`src/rtl/trng_sequencer.sv`:
```
`default_nettype none
// ============================================================================
// Module   : trng_sequencer
// Brief    : Ring-oscillator entropy controller: warm-up, divided sampling,
//            von-Neumann debias, word packing and repetition-count health test.
// Revision : 1.0
// ============================================================================
module trng_sequencer #(
    parameter int WARMUP_CYCLES = 64,
    parameter int SAMPLE_DIV    = 4,
    parameter int REP_LIMIT     = 16,
    parameter int WORD_W        = 8
) (
    input  logic              i_clk,
    input  logic              i_resSync,
    input  logic              i_start,
    input  logic              i_stop,
    input  logic              i_rawRandom,
    input  logic              i_chainReady,
    output logic              o_enSim,
    output logic [WORD_W-1:0] o_data,
    output logic              o_valid,
    input  logic              i_ready,
    output logic              o_busy,
    output logic              o_healthFail
);

    localparam int c_WARM_W = (WARMUP_CYCLES > 1) ? $clog2(WARMUP_CYCLES) : 1;
    localparam int c_DIV_W  = (SAMPLE_DIV > 1) ? $clog2(SAMPLE_DIV) : 1;
    localparam int c_REP_W  = $clog2(REP_LIMIT + 1);
    localparam int c_BIT_W  = $clog2(WORD_W + 1);

    localparam logic [c_WARM_W-1:0] c_WARM_LAST = c_WARM_W'(WARMUP_CYCLES - 1);
    localparam logic [c_DIV_W-1:0]  c_DIV_LAST  = c_DIV_W'(SAMPLE_DIV - 1);
    localparam logic [c_REP_W-1:0]  c_REP_LIMIT = c_REP_W'(REP_LIMIT);
    localparam logic [c_REP_W-1:0]  c_REP_ONE   = c_REP_W'(1);
    localparam logic [c_BIT_W-1:0]  c_BIT_LAST  = c_BIT_W'(WORD_W - 1);

    localparam logic [2:0] c_ST_IDLE   = 3'd0;
    localparam logic [2:0] c_ST_WARMUP = 3'd1;
    localparam logic [2:0] c_ST_SAMPLE = 3'd2;
    localparam logic [2:0] c_ST_HOLD   = 3'd3;
    localparam logic [2:0] c_ST_FAIL   = 3'd4;

    logic [2:0]          r_state;
    logic [2:0]          w_state_next;
    logic [c_WARM_W-1:0] r_warm_cnt;
    logic [c_DIV_W-1:0]  r_div;
    logic [c_REP_W-1:0]  r_rep_cnt;
    logic                r_prev;
    logic                r_have_first;
    logic                r_first;
    logic [c_BIT_W-1:0]  r_bit_cnt;
    logic [WORD_W-1:0]   r_shift;
    logic [WORD_W-1:0]   r_data;
    logic                r_health_fail;

    logic                w_start_ok;
    logic                w_sample_tick;
    logic [c_REP_W-1:0]  w_rep_next;
    logic                w_rep_fail;
    logic                w_bit_valid;
    logic                w_word_done;
    logic [WORD_W-1:0]   w_shift_next;

    assign w_start_ok    = i_start && !i_stop;
    assign w_sample_tick = (r_state == c_ST_SAMPLE) && (r_div == c_DIV_LAST);
    // A zero rep count means no sample has been seen since entering SAMPLE.
    assign w_rep_next    = ((r_rep_cnt == '0) || (i_rawRandom != r_prev)) ? c_REP_ONE
                                                                          : r_rep_cnt + c_REP_ONE;
    assign w_rep_fail    = w_sample_tick && (w_rep_next == c_REP_LIMIT);
    assign w_bit_valid   = w_sample_tick && r_have_first && (r_first != i_rawRandom);
    assign w_word_done   = w_bit_valid && (r_bit_cnt == c_BIT_LAST);
    // Accepted bits enter at the MSB so the first one ends up in bit 0.
    assign w_shift_next  = (r_shift >> 1) | (WORD_W'(r_first) << (WORD_W - 1));

    always_ff @(posedge i_clk) begin
        if (i_resSync) begin
            r_state <= c_ST_IDLE;
        end else begin
            r_state <= w_state_next;
        end
    end

    always_comb begin
        w_state_next = r_state;
        case (r_state)
            c_ST_IDLE: begin
                if (w_start_ok) w_state_next = c_ST_WARMUP;
            end
            c_ST_WARMUP: begin
                if (i_stop)                          w_state_next = c_ST_IDLE;
                else if (r_warm_cnt == c_WARM_LAST)  w_state_next = i_chainReady ? c_ST_SAMPLE : c_ST_FAIL;
            end
            c_ST_SAMPLE: begin
                if (i_stop)           w_state_next = c_ST_IDLE;
                else if (w_rep_fail)  w_state_next = c_ST_FAIL;
                else if (w_word_done) w_state_next = c_ST_HOLD;
            end
            c_ST_HOLD: begin
                if (i_stop)       w_state_next = c_ST_IDLE;
                else if (i_ready) w_state_next = c_ST_SAMPLE;
            end
            c_ST_FAIL: begin
                if (i_stop)       w_state_next = c_ST_IDLE;
                else if (i_start) w_state_next = c_ST_WARMUP;
            end
            default: w_state_next = c_ST_IDLE;
        endcase
    end

    always_comb begin
        o_enSim = 1'b0;
        o_busy  = 1'b0;
        o_valid = 1'b0;
        case (r_state)
            c_ST_WARMUP, c_ST_SAMPLE: begin
                o_enSim = 1'b1;
                o_busy  = 1'b1;
            end
            c_ST_HOLD: begin
                o_enSim = 1'b1;
                o_busy  = 1'b1;
                o_valid = 1'b1;
            end
            default: ;
        endcase
    end

    assign o_data       = r_data;
    assign o_healthFail = r_health_fail;

    always_ff @(posedge i_clk) begin
        if (i_resSync) begin
            r_warm_cnt    <= '0;
            r_div         <= '0;
            r_rep_cnt     <= '0;
            r_prev        <= 1'b0;
            r_have_first  <= 1'b0;
            r_first       <= 1'b0;
            r_bit_cnt     <= '0;
            r_shift       <= '0;
            r_data        <= '0;
            r_health_fail <= 1'b0;
        end else begin
            if ((r_state == c_ST_WARMUP) && (r_warm_cnt != c_WARM_LAST)) r_warm_cnt <= r_warm_cnt + 1'b1;
            else                                                          r_warm_cnt <= '0;

            if ((r_state != c_ST_FAIL) && (w_state_next == c_ST_FAIL))
                r_health_fail <= 1'b1;
            else if (((r_state == c_ST_IDLE) || (r_state == c_ST_FAIL)) && w_start_ok)
                r_health_fail <= 1'b0;

            // Sampling context is rebuilt every warm-up, so stop/fail need no cleanup.
            if (r_state == c_ST_WARMUP) begin
                r_div        <= '0;
                r_rep_cnt    <= '0;
                r_prev       <= 1'b0;
                r_have_first <= 1'b0;
                r_first      <= 1'b0;
                r_bit_cnt    <= '0;
                r_shift      <= '0;
            end else if (r_state == c_ST_SAMPLE) begin
                r_div <= w_sample_tick ? '0 : r_div + 1'b1;
                if (w_sample_tick) begin
                    r_rep_cnt    <= w_rep_next;
                    r_prev       <= i_rawRandom;
                    r_have_first <= !r_have_first;
                    if (!r_have_first) r_first <= i_rawRandom;
                end
                if (w_bit_valid) begin
                    r_shift   <= w_shift_next;
                    r_bit_cnt <= w_word_done ? '0 : r_bit_cnt + 1'b1;
                end
                if (w_word_done && (w_state_next == c_ST_HOLD)) r_data <= w_shift_next;
            end
        end
    end

endmodule
`default_nettype wire
```
`config.mk`:
```
export PLATFORM = sky130hd
export DESIGN_NAME = trng_sequencer
export DESIGN_NICKNAME = d
export VERILOG_FILES = /design/src/rtl/trng_sequencer.sv
export SDC_FILE = /design/constraint.sdc
export NUM_CORES = 1
export LEC_CHECK = 0
export CORE_UTILIZATION = 40
export DETAILED_ROUTE_END_ITERATION = 10
export HOLD_SLACK_MARGIN = 0.05
export PLACE_DENSITY = 0.59
export SLEW_MARGIN = 10
export SYNTH_ARGS = -nofsm -noshare
export SYNTH_HDL_FRONTEND = slang
export SYNTH_SLANG_ARGS = --single-unit
```
`constraint.sdc`:
```
create_clock -name i_clk -period 2.5 [get_ports i_clk]
set_input_delay 0.5 -clock i_clk [delete_from_list [all_inputs] [get_ports i_clk]]
set_output_delay 0.5 -clock i_clk [all_outputs]
set_load 0.1 [all_outputs]
```
==> qor.txt, run 1 <==
setup TNS: 0 ps
Max Slew Vio Count: 0
Setup Skew: 4.54 ps
max incr delay on CP: 500 ps
post-synthesis compound-gate area fraction: 0.117
Starting DRT DRC Count: 77
DR vias/cell: 5.14
post-synthesis sequential area ratio: 0.421
Clock Latency Late Sink: 290 ps
Netlist cell types: 42
Main synth FF type: dfxtp_1
status: complete, no violations
Routed Antenna Nets: 0
P&R area growth vs syn: 17.1%
Post-Synth Adder-Cell Area: 0.0337
Tot GR Track Use: 0.153
Syn Inst Count: 219
Top Ports: 19
mux contribution to synthesized area: 0.0810
first-pass GRT wire length: 5.93 mm
wire per inst: 12.1 µm
initial antenna violation count: 0
Clk pin slew, worst setup/hold paths: 80 ps
Final Hold Fails: 0
DR pass1 iterations: 4
setup bufs post-CTS: 0
# clock sinks: 39
crit path DAT: 2350 ps
CP endpoint kind: flip-flop
CTS Buffer Depth: 2
VDD IR max: 0.000293 V
post-synthesis register bit count: 39
layout cell share with drive strength beyond 1: 0.138
vias in the first global route: 1263
highest clock rate: 0.469 GHz
max_cap viols: 0
num rows: 24
PwrDens: 556 mW/mm²
Final period util: 0.853
Ys Warns: 0
Slew headroom: 0.749
Setup violations, final: 0
core area: 0.00441 mm²
cell area after synthesis: 0.00185 mm²
hpwl dp: 2.45 mm
Initial Utilization: 0.420
die area: 0.00491 mm²
Required @ worst endpoint: 2720 ps
hold crit path type: flip-flop to flip-flop
CTS Buf Count: 5
Vias: 1496
P_leak: 0.000847 µW
drc violations: 0
placed inst area: 0.00206 mm²
WHS: 455 ps
main combinational cell family by area after synthesis: simple AND/OR/NAND/NOR gates
Post-Synth XOR/XNOR Area: 0.0378
Slew @ Worst Pin: 372 ps
critical path's slowest cell: clkdlybuf4s50_1
wirelength, routed: 3.52 mm
Post-Synth Simple-Gate Area: 0.256
fin crit period: 2130 ps
CP Buf/Inv Count: 2
RSZ-0062 raised after global routing: false
CTS Hold Bufs: 0
post_cts resized: 0
routability cong.: 0.807
H-tree depth: 2
number of synthesized flops with an enable pin: 0
Synth Area per Inst: 8.47 µm²
Die H: 70.1 µm
critical path peak fanout: 9
crit start category: input port
ANT cells: 0
GRT Residual Overflow: 0
cell breakdown of the critical path: clkdlybuf4s50_1, xor2_1, nand3_4, or3_1, a31oi_1, buf_4, mux2i_1
CTS tree: built
largest net degree at the start of global routing: 20
cell chosen for the clock root: clkbuf_8
Port Buffer Count: 18
FFs w/ async S/R, synth: 0
delay-heaviest family, CP: buffers and inverters
syn nets: 231
nets@finish: 250
final instance area: 0.00217 mm²
Crit Path Class: input port to flip-flop
die width: 70.1 µm
==> layout by cell type (no fill, tap or decap), types with 2 or more instances in the layout <==
cell              n
a21o_1            2
a21oi_1          16
a31oi_1           2
a32o_1            2
and3_1            2
buf_4            20
clkbuf_8          5
clkdlybuf4s50_1   6
dfxtp_1          39
ha_1              5
inv_1             7
mux2i_1          15
nand2_1          29
nand2b_1          4
nand3_1           6
nand3b_1          4
nand4_1           2
nor2_1           31
nor3_1            2
nor3b_1           3
o21ai_0           6
or3_1             3
xnor2_1           5
xor2_1            3
==> cells in the mapped netlist (2+ instances only) <==
cell type	count	area, µm²
nand4_1	2	12.5
nand2b_1	4	25.0
xnor2_1	5	43.8
clkbuf_1	6	22.5
nor3b_1	3	22.5
ha_1	5	62.6
mux2i_1	15	150
and3_1	2	12.5
a32o_1	2	20.0
buf_4	2	15.0
nor3_1	2	10.0
buf_2	4	20.0
or3_1	3	18.8
nand3_1	6	30.0
nand2_1	29	109
dfxtp_1	39	781
inv_1	7	26.3
nor2_1	32	120
a21oi_1	16	80.1
xor2_1	3	26.3
a31oi_1	2	12.5
a21o_1	2	15.0
o21ai_0	6	30.0
nand3b_1	4	30.0
==> where the power goes <==
group | leakage [µW] | total (µW) | switching, µW | internal [µW]
clock | 0.0000581 | 523 | 226 | 297
sequential | 0.000314 | 625 | 2.75 | 622
combinational | 0.000475 | 59.8 | 39.1 | 20.6
==> cell type report <==
class / count / area [µm²]
clock buffer: 5 / 68.8
inverter: 7 / 26.3
clock inverter: 3 / 43.8
fill: 434 / 2240
timing repair buffer: 26 / 210
multi-input combinational: 159 / 976
tap: 52 / 65.1
sequential: 39 / 781
==> metal layers <==
metal | wire length, µm | vias up | part of all wire | GRT usage
li1 | - | 791 | - | -
met1 | 1880 | 671 | 0.53 | 0.218
met2 | 1460 | 30 | 0.41 | 0.217
met3 | 154 | 4 | 0.044 | 0.0462
met4 | 34 | 0 | 0.0097 | 0.0533
met5 | 0 | - | 0 | 0
==> cells by family (layout without fill, tap and decap cells) <==
logic type                 after synthesis  in the layout
buffers and inverters                   21             41
muxes                                   15             15
and+or+nand+nor                         96             96
adders and majority gates                5              5
AOI/OAI and AO/OA                       35             35
DFF                                     39             39
xor gates and xnor gates                 8              8
==> flip-flops by register name (all words and copies together), names as in the netlist <==
| register | cells |
|---|---|
| r_warm_cnt | 6 |
| r_rep_cnt | 5 |
| o_healthFail | 1 |
| r_state | 3 |
| r_first | 1 |
| r_bit_cnt | 4 |
| r_shift | 7 |
| r_prev | 1 |
| r_div | 2 |
| o_data | 8 |
| r_have_first | 1 |
==> worst paths after layout <==
kind / from / slack (ps) / endpoint / depth (start not counted)
max reg2reg: r_div[0]$_SDFFE_PP0P_ / 480 / o_data[0]$_SDFFE_PP0P_ / 7
min reg2reg: r_warm_cnt[0]$_SDFF_PP0_ / 450 / r_warm_cnt[0]$_SDFF_PP0_ / 1
max: i_rawRandom / 370 / o_data[0]$_SDFFE_PP0P_ / 7
min: r_warm_cnt[0]$_SDFF_PP0_ / 450 / r_warm_cnt[0]$_SDFF_PP0_ / 1
==> worst register-to-register path: stages (launching register included) <==
cell and delay [ps]:
dfxtp_1 380, ha_1 260, and4bb_2 300, nand3_4 80, or3_1 380, a31oi_1 140, buf_4 220, mux2i_1 200
==> metrics by stage <==
step | cells | total power [µW] | setup WS (ps) | utilization
2_1_floorplan | 219 | 677 | 131 | -
3_5_place_dp | 283 | 699 | 77.9 | 0.466
3_3_place_gp | 283 | 699 | 119 | 0.466
6_report | 291 | 1210 | 367 | 0.492
5_1_grt | 291 | 1260 | 235 | 0.492
4_1_cts | 291 | 1230 | 370 | 0.492
Note: power is estimated with default switching activity, not from simulation.
==> run 2, diff against run 1 <==
--- a/config.mk
+++ b/config.mk
@@ -5,10 +5,10 @@
 export SDC_FILE = /design/constraint.sdc
 export NUM_CORES = 1
 export LEC_CHECK = 0
-export CORE_UTILIZATION = 40
+export CORE_UTILIZATION = 50
 export DETAILED_ROUTE_END_ITERATION = 10
 export HOLD_SLACK_MARGIN = 0.05
-export PLACE_DENSITY = 0.59
+export PLACE_DENSITY = 0.71
 export SLEW_MARGIN = 10
 export SYNTH_ARGS = -nofsm -noshare
 export SYNTH_HDL_FRONTEND = slang
==> run 2 against run 1 <==
  * Clock power shrank 19%
  * Final cell count shrank 2.7%
  * First-iteration DRC count grew 56%
  * Non-clock buffer count shrank 1
  * Combinational power shrank 1%
  * Critical endpoint is now o_data[5]$_SDFFE_PP0P_
  * Largest power group unchanged
==> qor.txt, run 2 (same netlist as run 1, synthesis figures left out) <==
Final Hold Fails: 0
combinational share of power: 0.054
Finished Layout Cells: 283
DR vias/cell: 5.43
Max Slew Vio Count: 0
max incr delay on CP: 500 ps
Required @ worst endpoint: 2720 ps
cell internal pwr: 859 µW
Sw Ratio: 0.223
GRT Residual Overflow: 0
P_sw: 247 µW
cell chosen for the clock root: clkbuf_8
Slew headroom: 0.681
P&R area growth vs syn: 14.9%
register area: 781 µm²
max_cap viols: 0
Inst Count DP: 276
Fillers: 292
total number of cells along the worst setup path: 7
critical path's slowest cell: clkdlybuf4s50_1
nets@finish: 249
drc violations: 0
crit start category: input port
P_leak: 0.000831 µW
num rows: 21
CTS tree: built
crit path DAT: 2360 ps
post_cts resized: 0
core area: 0.00344 mm²
fin crit period: 2150 ps
initial antenna violation count: 0
VDD IR max: 0.000354 V
setup TNS: 0 ps
Slew @ Worst Pin: 472 ps
placed inst area: 0.00204 mm²
commonest non-fill, non-tap cells in the layout: dfxtp_1 (39), nor2_1 (31), nand2_1 (29)
die width: 62.9 µm
CP endpoint kind: flip-flop
CTS Buffer Depth: 2
hold crit path type: flip-flop to flip-flop
Final period util: 0.859
CTS Hold Bufs: 0
first-pass GRT wire length: 6.27 mm
vias in the first global route: 1454
Setup violations, final: 0
critical path peak fanout: 9
Initial Utilization: 0.539
CTS Buf Count: 5
Crit Path Class: input port to flip-flop
# clock sinks: 39
ANT cells: 0
most common cell after layout, fill and taps aside: dfxtp_1
layout cell share with drive strength beyond 1: 0.131
PwrDens: 519 mW/mm²
routability cong.: 0.769
H-tree depth: 2
max reg flops: 8
multi-input logic area: 976 µm²
final instance area: 0.00213 mm²
DR pass1 iterations: 4
setup bufs post-CTS: 0
Clk pwr share: 0.381
highest clock rate: 0.465 GHz
Sequential Power Share: 0.565
wirelength, routed: 3.64 mm
Top Ports: 19
status: complete, no violations
Die H: 62.9 µm
hpwl dp: 2.54 mm
Port Buffer Count: 18
cell breakdown of the critical path: clkdlybuf4s50_1, xor2_1, nand3_4, or3_1, a31oi_1, buf_4, mux2i_1
RSZ-0062 raised after global routing: false
largest net degree at the start of global routing: 20
Tot GR Track Use: 0.197
CP Buf/Inv Count: 2
Clk pin slew, worst setup/hold paths: 70 ps
Clock Latency Late Sink: 290 ps
Vias: 1536
Starting DRT DRC Count: 120
die area: 0.00396 mm²
Reg2Reg Depth: 8
Routed Antenna Nets: 0
worst hold path cell count: 1
delay-heaviest family, CP: buffers and inverters
Setup Skew: 5.86 ps
total power: 1110 µW
wire per inst: 12.9 µm
-- run 2: worst reg2reg max path: stages (launching register included) --
cell,delay [ps]
dfxtp_1,450
inv_1,80
ha_1,330
nand4b_1,190
o21ai_0,230
buf_4,160
a31oi_1,80
buf_4,200
o31a_1,300
-- run 2: final timing paths --
check,from,end,slack (ps)
worst max-delay path,i_rawRandom,o_data[5]$_SDFFE_PP0P_,350
worst min-delay path,r_warm_cnt[0]$_SDFF_PP0_,r_warm_cnt[0]$_SDFF_PP0_,450
worst min register to register,r_warm_cnt[0]$_SDFF_PP0_,r_warm_cnt[0]$_SDFF_PP0_,450
worst max register to register,r_rep_cnt[0]$_SDFFE_PP0P_,r_state[0]$_SDFF_PP0_,370
-- run 2: metal layers --
layer	track usage	share of wire	vias to the layer above
met4	0.0698	0.0080	0
met1	0.242	0.47	709
met5	0	0	-
met2	0.329	0.47	44
li1	-	-	780
met3	0.0511	0.051	3
-- run 2: final cells by class --
class	count	area share
clock buffers	6	0.0388
multi-input cells	159	0.458
well taps	46	0.0270
clock inverters	1	0.00235
inverters	7	0.0123
flip-flops and latches	39	0.366
repair buffers	25	0.0951
-- run 2: power groups by stage --
| stage | logic, µW | clock network, µW | registers, µW |
|---|---|---|---|
| floorplan | 39.9 | 0 | 637 |
| global placement | 58.2 | 0 | 639 |
| detailed placement | 59.3 | 0 | 639 |
| CTS | 59.4 | 434 | 625 |
| global route | 63.6 | 456 | 625 |
| finish | 59.2 | 422 | 625 |
-- run 2: metrics by stage --
| stage | hold slack (ps) | setup slack (ps) | utilization |
|---|---|---|---|
| 6_report | 453 | 351 | 0.619 |
| 5_1_grt | 478 | 232 | 0.619 |
| 4_1_cts | 452 | 361 | 0.619 |
| 3_5_place_dp | 441 | 60.5 | 0.594 |
| 3_3_place_gp | 429 | 108 | 0.594 |
| 2_1_floorplan | 418 | 131 | - |
